[src/rtl/i2s_pkg.sv]
// i2s_pkg: shared state type, default geometry and parameter sanity check for the I2S transmitter.
package i2s_pkg;
  typedef enum logic [1:0] {IDLE, RUN, DRAIN} state_e;
  localparam int DEF_DATA_W = 16;
  localparam int DEF_SLOT_BITS = 16;
  localparam int DEF_BCK_DIV = 1;
  function automatic bit params_ok(input int data_w, input int slot_bits, input int bck_div);
    return slot_bits >= data_w && bck_div >= 1;
  endfunction
endpackage

[src/rtl/i2s_bck_gen.sv]
// i2s_bck_gen: divides clk_i down to the I2S bit clock and flags each falling BCK edge as a tick.
module i2s_bck_gen import i2s_pkg::*; #(
  parameter int BCK_DIV = DEF_BCK_DIV
) (
  input  logic clk_i,
  input  logic rst_i,
  input  logic clr_i,
  output logic bck_o,
  output logic tick_o
);
  localparam int CW = BCK_DIV > 1 ? $clog2(BCK_DIV) : 1;
  logic [CW-1:0] div_d, div_q;
  logic bck_d, bck_q, term;
  always_comb begin
    term = div_q == CW'(BCK_DIV - 1);
    div_d = (clr_i || term) ? '0 : div_q + 1'b1;
    bck_d = clr_i ? 1'b0 : bck_q ^ term;
  end
  always_ff @(posedge clk_i) begin
    if (rst_i) begin
      div_q <= '0;
      bck_q <= 1'b0;
    end else begin
      div_q <= div_d;
      bck_q <= bck_d;
    end
  end
  assign tick_o = term && bck_q && !clr_i;
  assign bck_o = bck_q;
endmodule

[src/rtl/i2s_tx_serializer.sv]
// i2s_tx_serializer: stereo PCM to I2S (BCK/WS/DIN) with a one-deep sample buffer and underrun repeat.
module i2s_tx_serializer import i2s_pkg::*; #(
  parameter int DATA_W = DEF_DATA_W,
  parameter int SLOT_BITS = DEF_SLOT_BITS,
  parameter int BCK_DIV = DEF_BCK_DIV
) (
  input  logic              clk_i,
  input  logic              rst_i,
  input  logic              en_i,
  input  logic              s_valid_i,
  output logic              s_ready_o,
  input  logic [DATA_W-1:0] s_left_i,
  input  logic [DATA_W-1:0] s_right_i,
  output logic              hp_bck_o,
  output logic              hp_ws_o,
  output logic              hp_din_o,
  output logic              frame_o,
  output logic              underrun_o
);
  localparam int FW = 2 * SLOT_BITS;
  localparam int BW = $clog2(FW);
  localparam logic [BW-1:0] B_LAST = BW'(FW - 1);
  localparam logic [BW-1:0] WS_LO = BW'(SLOT_BITS - 1);
  localparam logic [BW-1:0] WS_HI = BW'(FW - 2);
  if (!params_ok(DATA_W, SLOT_BITS, BCK_DIV)) begin : g_bad_params
    $error("i2s_tx_serializer: SLOT_BITS must be >= DATA_W and BCK_DIV >= 1");
  end
  state_e state_d, state_q;
  logic [BW-1:0] b_d, b_q;
  logic [FW-1:0] sr_d, sr_q, frame_w;
  logic [SLOT_BITS-1:0] l_slot, r_slot;
  logic [DATA_W-1:0] buf_l_d, buf_l_q, buf_r_d, buf_r_q, last_l_d, last_l_q, last_r_d, last_r_q;
  logic full_d, full_q, ready_d, ready_q, primed_d, primed_q;
  logic ws_d, ws_q, din_d, din_q, frame_d, frame_q, under_d, under_q;
  logic tick, accept, wrap, active, load, drain_end;
  i2s_bck_gen #(.BCK_DIV(BCK_DIV)) u_bck (
    .clk_i  (clk_i),
    .rst_i  (rst_i),
    .clr_i  (state_q == IDLE),
    .bck_o  (hp_bck_o),
    .tick_o (tick)
  );
  always_comb begin
    accept = s_valid_i && !full_q;
    wrap = b_q == B_LAST;
    active = state_q == RUN || (state_q == DRAIN && en_i);
    // primed_q is clear until the first load after IDLE, so that first tick loads regardless of b
    load = tick && active && (wrap || !primed_q);
    drain_end = state_q == DRAIN && !en_i && (!primed_q || (tick && wrap));
    l_slot = '0;
    r_slot = '0;
    l_slot[SLOT_BITS-1 -: DATA_W] = full_q ? buf_l_q : last_l_q;
    r_slot[SLOT_BITS-1 -: DATA_W] = full_q ? buf_r_q : last_r_q;
    frame_w = {l_slot, r_slot};
    full_d = accept || (full_q && !load);
    ready_d = !full_d;
    buf_l_d = accept ? s_left_i : buf_l_q;
    buf_r_d = accept ? s_right_i : buf_r_q;
    last_l_d = (load && full_q) ? buf_l_q : last_l_q;
    last_r_d = (load && full_q) ? buf_r_q : last_r_q;
    frame_d = load;
    under_d = load && !full_q;
    primed_d = primed_q || load;
    b_d = load ? '0 : tick ? b_q + 1'b1 : b_q;
    sr_d = load ? frame_w : tick ? sr_q << 1 : sr_q;
    din_d = tick ? sr_d[FW-1] : din_q;
    ws_d = tick ? (b_d >= WS_LO && b_d <= WS_HI) : ws_q;
    state_d = state_q == IDLE ? (en_i ? RUN : IDLE)
            : state_q == RUN  ? (en_i ? RUN : DRAIN)
            : en_i ? RUN : drain_end ? IDLE : DRAIN;
    if (drain_end || state_q == IDLE) begin
      b_d = '0;
      sr_d = '0;
      din_d = 1'b0;
      ws_d = 1'b0;
      primed_d = 1'b0;
    end
  end
  always_ff @(posedge clk_i) begin
    if (rst_i) begin
      state_q <= IDLE;
      b_q <= '0;
      sr_q <= '0;
      buf_l_q <= '0;
      buf_r_q <= '0;
      last_l_q <= '0;
      last_r_q <= '0;
      full_q <= 1'b0;
      ready_q <= 1'b1;
      primed_q <= 1'b0;
      ws_q <= 1'b0;
      din_q <= 1'b0;
      frame_q <= 1'b0;
      under_q <= 1'b0;
    end else begin
      state_q <= state_d;
      b_q <= b_d;
      sr_q <= sr_d;
      buf_l_q <= buf_l_d;
      buf_r_q <= buf_r_d;
      last_l_q <= last_l_d;
      last_r_q <= last_r_d;
      full_q <= full_d;
      ready_q <= ready_d;
      primed_q <= primed_d;
      ws_q <= ws_d;
      din_q <= din_d;
      frame_q <= frame_d;
      under_q <= under_d;
    end
  end
  assign s_ready_o = ready_q;
  assign hp_ws_o = ws_q;
  assign hp_din_o = din_q;
  assign frame_o = frame_q;
  assign underrun_o = under_q;
endmodule
[config.mk]
export PLATFORM = sky130hd
export DESIGN_NAME = i2s_tx_serializer
export DESIGN_NICKNAME = d
export VERILOG_FILES = /design/src/rtl/i2s_pkg.sv /design/src/rtl/i2s_bck_gen.sv /design/src/rtl/i2s_tx_serializer.sv
export SDC_FILE = /design/constraint.sdc
export NUM_CORES = 1
export LEC_CHECK = 0
export ABC_AREA = 0
export CORE_MARGIN = 3
export CORE_UTILIZATION = 60
export CTS_BUF_LIST = sky130_fd_sc_hd__clkbuf_4
export CTS_CLUSTER_DIAMETER = 50
export DETAILED_ROUTE_END_ITERATION = 12
export PLACE_DENSITY_LB_ADDON = 0.15
export SYNTH_ARGS = -nofsm -noshare
export SYNTH_HDL_FRONTEND = slang
export SYNTH_SLANG_ARGS = --single-unit
[constraint.sdc]
create_clock -name clk_i -period 4.2 [get_ports clk_i]
set_input_delay 1.26 -clock clk_i [delete_from_list [all_inputs] [get_ports clk_i]]
set_output_delay 1.26 -clock clk_i [all_outputs]
set_load 0.005 [all_outputs]
# After elaboration in Yosys (flattened, before gate mapping)
# Index checks and enable logic that the tools add are counted.
[word_totals] ramBits=0 ff_bits=112 latch_bits=0 romBits=0 memories=0
[op_classes] n_eq_ne=3 n_lt_le_gt_ge=2 multipliers=0 n_mux=12 bitwise=2 n_div=0 n_addsub=2 n_shift=0 reduce_logical=31
[ops] op="$mux W32" n=2
[ops] op="$mux W16" n=2
[ops] op="$logic_and A1 B1 Y1" n=13
[ops] op="$mux W2" n=5
[ops] op="$mux W5" n=2
[ops] op="$logic_or A1 B1 Y1" n=7
[ops] op="$logic_not A1 Y1" n=6
[ops] op="$reduce_or A2 Y1" n=3
[ops] op="$add A5 B1 Y5 const B" n=1
[ops] op="$eq A5 B5 Y1 const B" n=1
[ops] op="$ge A5 B4 Y1 const B" n=1
[ops] op="$le A5 B5 Y1 const B" n=1
[ops] op="$eq A2 B1 Y1 const B" n=1
[ops] op="$eq A2 B2 Y1 const B" n=1
[ops] op="$logic_not A2 Y1" n=1
[ops] op="$reduce_bool A2 Y1" n=1
[ops] op="$add A1 B1 Y1 const B" n=1
[ops] op="$mux W1" n=1
[ops] op="$not A1 Y1" n=1
[ops] op="$xor A1 B1 Y1" n=1

# Depth between registers and ports, before layout
[logic_depth] depth_word=10 ltp_mapped=8 depth_no_buf=7

# By module
# A second synthesis with hierarchy kept.
[hier_totals] hier_cells=563 hier_area_um2=4576.9
[modules_own_cells] module="i2s_tx_serializer" cells_per_inst=556 seq_area_each_um2=2182.1 instances=1 area_each_um2=4498.1
[modules_own_cells] module="i2s_bck_gen" cells_per_inst=7 seq_area_each_um2=40.0 instances=1 area_each_um2=78.8

# Least setup slack after synthesis
# No wires, ideal clock.
[synth_path] path_type="input -> register" startpoint="in rst_i" endpoint="reg din_q, in the netlist hp_din_o" t_required_ns=4.104 n_path_buf=2 cell_stages=6 slack_ns=1.790 arrival_time_ns=2.315 cell_sequence="clkbuf_1 -> o21bai_1 -> a41o_1 -> buf_6 -> or3b_1 -> o41ai_2"
[synth_via] elab_chain_len=1
[synth_rtl] item="start, declared" line_no="i2s_tx_serializer.sv:8" source="input logic rst_i,"
[synth_rtl] item="$reduce_or A2 Y1 (no line)"
[synth_rtl] item="end signal, assigned" line_no="i2s_tx_serializer.sv:107" source="din_q <= din_d;"
[synth_rtl] item="end, declared" line_no="i2s_tx_serializer.sv:34" source="logic ws_d, ws_q, din_d, din_q, frame_d, frame_q, under_d, under_q;"
# Every way passes these cells.
# A chain may end at the register's enable or synchronous reset.

# Final worst setup path
[layout_path] startpoint="in en_i" endpoint="reg sr_q[20]"
[layout_via] elab_chain_len=5
[layout_rtl] item="start, declared" line_no="i2s_tx_serializer.sv:9" source="input logic en_i,"
[layout_rtl] item="$logic_and A1 B1 Y1 / $logic_not A1 Y1 (equally long branches)" line_no="i2s_tx_serializer.sv:46, i2s_tx_serializer.sv:49"
[layout_rtl] item="$logic_or A1 B1 Y1 / $logic_and A1 B1 Y1 (equally long branches)" line_no="i2s_tx_serializer.sv:46, i2s_tx_serializer.sv:49"
[layout_rtl] item="$logic_and A1 B1 Y1 (on tied branches)" line_no="i2s_tx_serializer.sv:48, i2s_tx_serializer.sv:49"
[layout_rtl] item="$logic_and A1 B1 Y1 / $logic_or A1 B1 Y1 (equally long branches)" line_no="i2s_tx_serializer.sv:48, i2s_tx_serializer.sv:71"
[layout_rtl] item="$mux W32, or another cell as far along" line_no="i2s_tx_serializer.sv:65" source="sr_d = load ? frame_w : tick ? sr_q << 1 : sr_q;"
[layout_rtl] item="end signal, assigned" line_no="i2s_tx_serializer.sv:98" source="sr_q <= sr_d;"
[layout_rtl] item="end, declared" line_no="i2s_tx_serializer.sv:30" source="logic [FW-1:0] sr_d, sr_q, frame_w;"
# Several ways; a longest one is shown, not always the timed one.

==> results.md <==
- Net switching share of the total power: 0.253
- Sequential element share of the synthesized area: 0.462
- Rows: 32
- Die height: 95.5 µm
- Layout cells sized above 1: 0.117
- Via count of the first global-routing pass: 3481
- Path depth of the worst reg2reg path: 7
- Post-synthesis cell type count: 49
- Final sum of negative setup slack: 0 ns
- Path type of the worst setup path: input pin to flop
- Library cell with the largest summed area after synthesis: sky130_fd_sc_hd__dfxtp_1
- Number of synthesized flops with an enable pin: 0
- Combinational fraction of design power: 0.077
- Maximum fanout along the worst path: 25
- Average routed wire per standard cell: 14.0 µm
- Crit path largest cell delay: 0.71 ns
- Startpoint of the most critical setup path: en_i
- Post-layout total power: 1.69 mW
- RSZ-0062 raised after global routing: false
- Antenna-violating nets left: 0
- Fin. max-slew vios: 0
- Slew at the pin with the worst max-slew slack: 1.12 ns
- Class of the most critical hold timing path: flop to flop
- TritonCTS clock tree: yes
- Number of CTS-inserted buffers: 9
- Crit Reg-Reg Endpoint: sr_q[2]$_SDFFE_PP0P_
- Power density relative to cell area: 322 mW/mm²
- Maximum number of pins on one net before global-route repair: 69
- Hold Slack: 0.461 ns
- Flip-flop and latch area: 0.00222 mm²
- Drt pass-1 iters: 4
- Switching component of the power: 0.428 mW
- Filler cells: 680
- CTS H-tree depth: 3
- Floorplan die area: 0.00912 mm²
- Final weighted congestion of routability-driven global placement: 0.792
- Number of cells on the critical path: 6
- Final HPWL from detailed placement: 6.01 mm
- Final setup skew: 0.0189 ns
- Maximum vdd ir drop: 0.167 mV
- Yosys warns: 0
- Layout Utilization: 0.678
- Total via count after detailed routing: 3802
- Worst path cell trace: clkdlybuf4s50_1 -> and3b_2 -> o211ai_4 -> buf_4 -> a211oi_1 -> nor4_2
- Synthesized flop and latch total: 111
- Number of antenna violations at the first check in global routing: 0
- Result of the run: finished, final reports clean
- Global routing usage summed across all routing layers: 0.221
- Count of unresolved DRC violations after routing: 0
- Post-synthesis to final-layout area growth: 9.50%
- Area fraction of the dominant cell type after synthesis: 0.462
- Prevailing post-synth register cell: sky130_fd_sc_hd__dfxtp_1
- Most used standard cells in the synthesized netlist: sky130_fd_sc_hd__nand2_1 (134), sky130_fd_sc_hd__dfxtp_1 (111), sky130_fd_sc_hd__a21oi_1 (67)
- Peak clock frequency supported by timing: 352 MHz
- First-pass GRT wire length: 16.1 mm
- # Post-CTS Setup Buffers: 0
- Critical Path End: sr_q[20]$_SDFFE_PP0P_
- # setup viols final: 0
- Type of element capturing the critical path: flop
- Tightest slew margin relative to the limit: 0.253
- Main area contributors after synthesis: sky130_fd_sc_hd__dfxtp_1 (46%), sky130_fd_sc_hd__nand2_1 (10%), sky130_fd_sc_hd__nor4_2 (7.0%), sky130_fd_sc_hd__a21oi_1 (7.0%), sky130_fd_sc_hd__a211oi_1 (4.7%)
- Crit path required time: 4.56 ns
- Number of antenna repair diodes: 0
- Flop pwr share: 0.645
- Count leader, synth: sky130_fd_sc_hd__nand2_1
- Total wire length after detailed routing: 9.57 mm
- Clock Tree Buf Depth: 2
- Clock latency of the later-clocked register in the worst-skew pair: 0.46 ns
- Multi-input logic area: 0.00230 mm²
- Static leakage: 1.76 nW
- Fraction of registers with async set or reset after synthesis: 0
- Core region area: 0.00777 mm²
- Maxcap violations: 0
- Gates resized, CTS repair: 0
- Clock network fraction of total power: 0.278
- Fin crit share: 0.677
- Launch point of the worst reg-to-reg path: b_q[0]$_SDFF_PP0_
- Post-placement setup slack: 0.892 ns
- Average cell area after synthesis: 8.51 µm²
- Cell-internal power: 1.27 mW
- Syn_nets: 604
- Post-CTS Hold Buffers: 0
- Number of violations reported at the end of detailed-routing iteration 0: 146
- Largest delay share family, worst path: compound AO/OA/AOI/OAI gates
- Initial cell density of the core: 0.619
- Die width: 95.5 µm
- Nets: 617
- Worst-path cell with the longest stage delay: sky130_fd_sc_hd__o211ai_4
- Final hold viol count: 0
- Via count normalized by instance count: 5.55
- Post-layout minimum cycle time: 2.84 ns
- Buffer cell driving the clock tree root: sky130_fd_sc_hd__clkbuf_4
- Worst setup SP type: input pin
- CP bufs+invs: 2
- Number of buffer cells added on primary ports: 41
- R2r setup slk: 1.73 ns
- Number of clock sinks seen by CTS: 111
- Final critical-path setup slack: 1.36 ns
- Residual overflow from global routing: 0
- Arrival time reported for the critical path endpoint: 3.21 ns
- Cell area after technology mapping: 0.00481 mm²
- Num ports: 42
- Clock-pin slew of the registers on the worst-case setup and hold paths: 0.15 ns
- Count of mapped cells out of synthesis: 565
## cell usage in the layout (no fill, tap or decap), drive strengths merged, types with 2 or more instances in the layout
| cell type | count |
|---|---|
| buf | 10 |
| a21oi | 67 |
| ha | 3 |
| o211a | 2 |
| clkdlybuf4s50 | 40 |
| xnor2 | 3 |
| o21ai | 2 |
| nor3 | 31 |
| clkinvlp | 2 |
| nor4 | 30 |
| nor2b | 28 |
| inv | 7 |
| and2 | 4 |
| nand2b | 2 |
| nand2 | 134 |
| a211oi | 31 |
| clkinv | 2 |
| dfxtp | 111 |
| nor2 | 40 |
| clkbuf | 11 |
## power groups by stage
stage | logic (mW) | registers, mW | clock network, mW
2_1_floorplan | 0.0862 | 1.11 | 0
3_3_place_gp | 0.128 | 1.11 | 0
3_5_place_dp | 0.131 | 1.12 | 0
4_1_cts | 0.132 | 1.09 | 0.480
5_1_grt | 0.144 | 1.10 | 0.525
6_report | 0.130 | 1.09 | 0.471
## sequential cells by signal (all words and copies together), names as in the netlist
register / cells
frame_o: 1
full_q: 1
sr_q: 31
primed_q: 1
s_ready_o: 1
u_bck.bck_o: 1
last_l_q: 16
hp_din_o: 1
state_q: 2
buf_l_q: 16
last_r_q: 16
hp_ws_o: 1
underrun_o: 1
u_bck.div_q: 1
buf_r_q: 16
b_q: 5
## cell type report
type,instances,share of cell area
clock buffer,11,0.0157
clock inverter,5,0.00642
inverter,6,0.00428
multi-input combinational,400,0.437
sequential,111,0.422
tap,102,0.0242
timing repair buffer,50,0.0898
## per-layer routing
layer / global-route usage / up-vias / share of wire
met5: 0 / - / 0
met3: 0.0331 / 13 / 0.032
li1: - / 1954 / -
met4: 0.0746 / 0 / 0.014
met2: 0.380 / 53 / 0.49
met1: 0.281 / 1782 / 0.47
## worst register-to-register path, delay by kind of cell, from the launching register on
kind / cells / cell delay (ns)
AO/OA/AOI/OAI: 2 / 0.83
flip-flops: 1 / 0.45
buffers and inverters: 1 / 0.45
adder cells (fa/ha/maj): 2 / 0.35
AND/OR/NAND/NOR: 2 / 0.29
## logic make-up (layout without fill, tap and decap cells)
group / after synthesis / in the layout / share of synthesized area
buffers and inverters: 54 / 72 / 0.0596
AOI/OAI and AO/OA: 113 / 113 / 0.155
DFF: 111 / 111 / 0.462
muxes: 2 / 2 / 0.00442
xor gates and xnor gates: 4 / 4 / 0.00729
adders and majority gates: 3 / 3 / 0.00781
and+or+nand+nor: 277 / 277 / 0.303
other: 1 / 1 / 0.000780
## how the worst min path moves through the flow
stage	slack (ns)	cells after the start	start	endpoint
after floorplan	0.43	2	last_l_q[0]$_SDFFE_PP0P_	last_l_q[0]$_SDFFE_PP0P_
after global placement	0.44	2	last_l_q[13]$_SDFFE_PP0P_	last_l_q[13]$_SDFFE_PP0P_
after detailed placement	0.44	2	last_l_q[5]$_SDFFE_PP0P_	last_l_q[5]$_SDFFE_PP0P_
after CTS	0.46	2	last_r_q[15]$_SDFFE_PP0P_	last_r_q[15]$_SDFFE_PP0P_
after global routing	0.48	2	last_r_q[12]$_SDFFE_PP0P_	last_r_q[12]$_SDFFE_PP0P_
final	0.46	2	last_r_q[12]$_SDFFE_PP0P_	last_r_q[12]$_SDFFE_PP0P_
## stage by stage
stage          area, µm²  instances
2_1_floorplan       4810        565
3_3_place_gp        5150        669
3_5_place_dp        5150        669
4_1_cts             5270        685
5_1_grt             5270        685
6_report            5270        685
No activity file was read; power rests on OpenSTA's default activity.
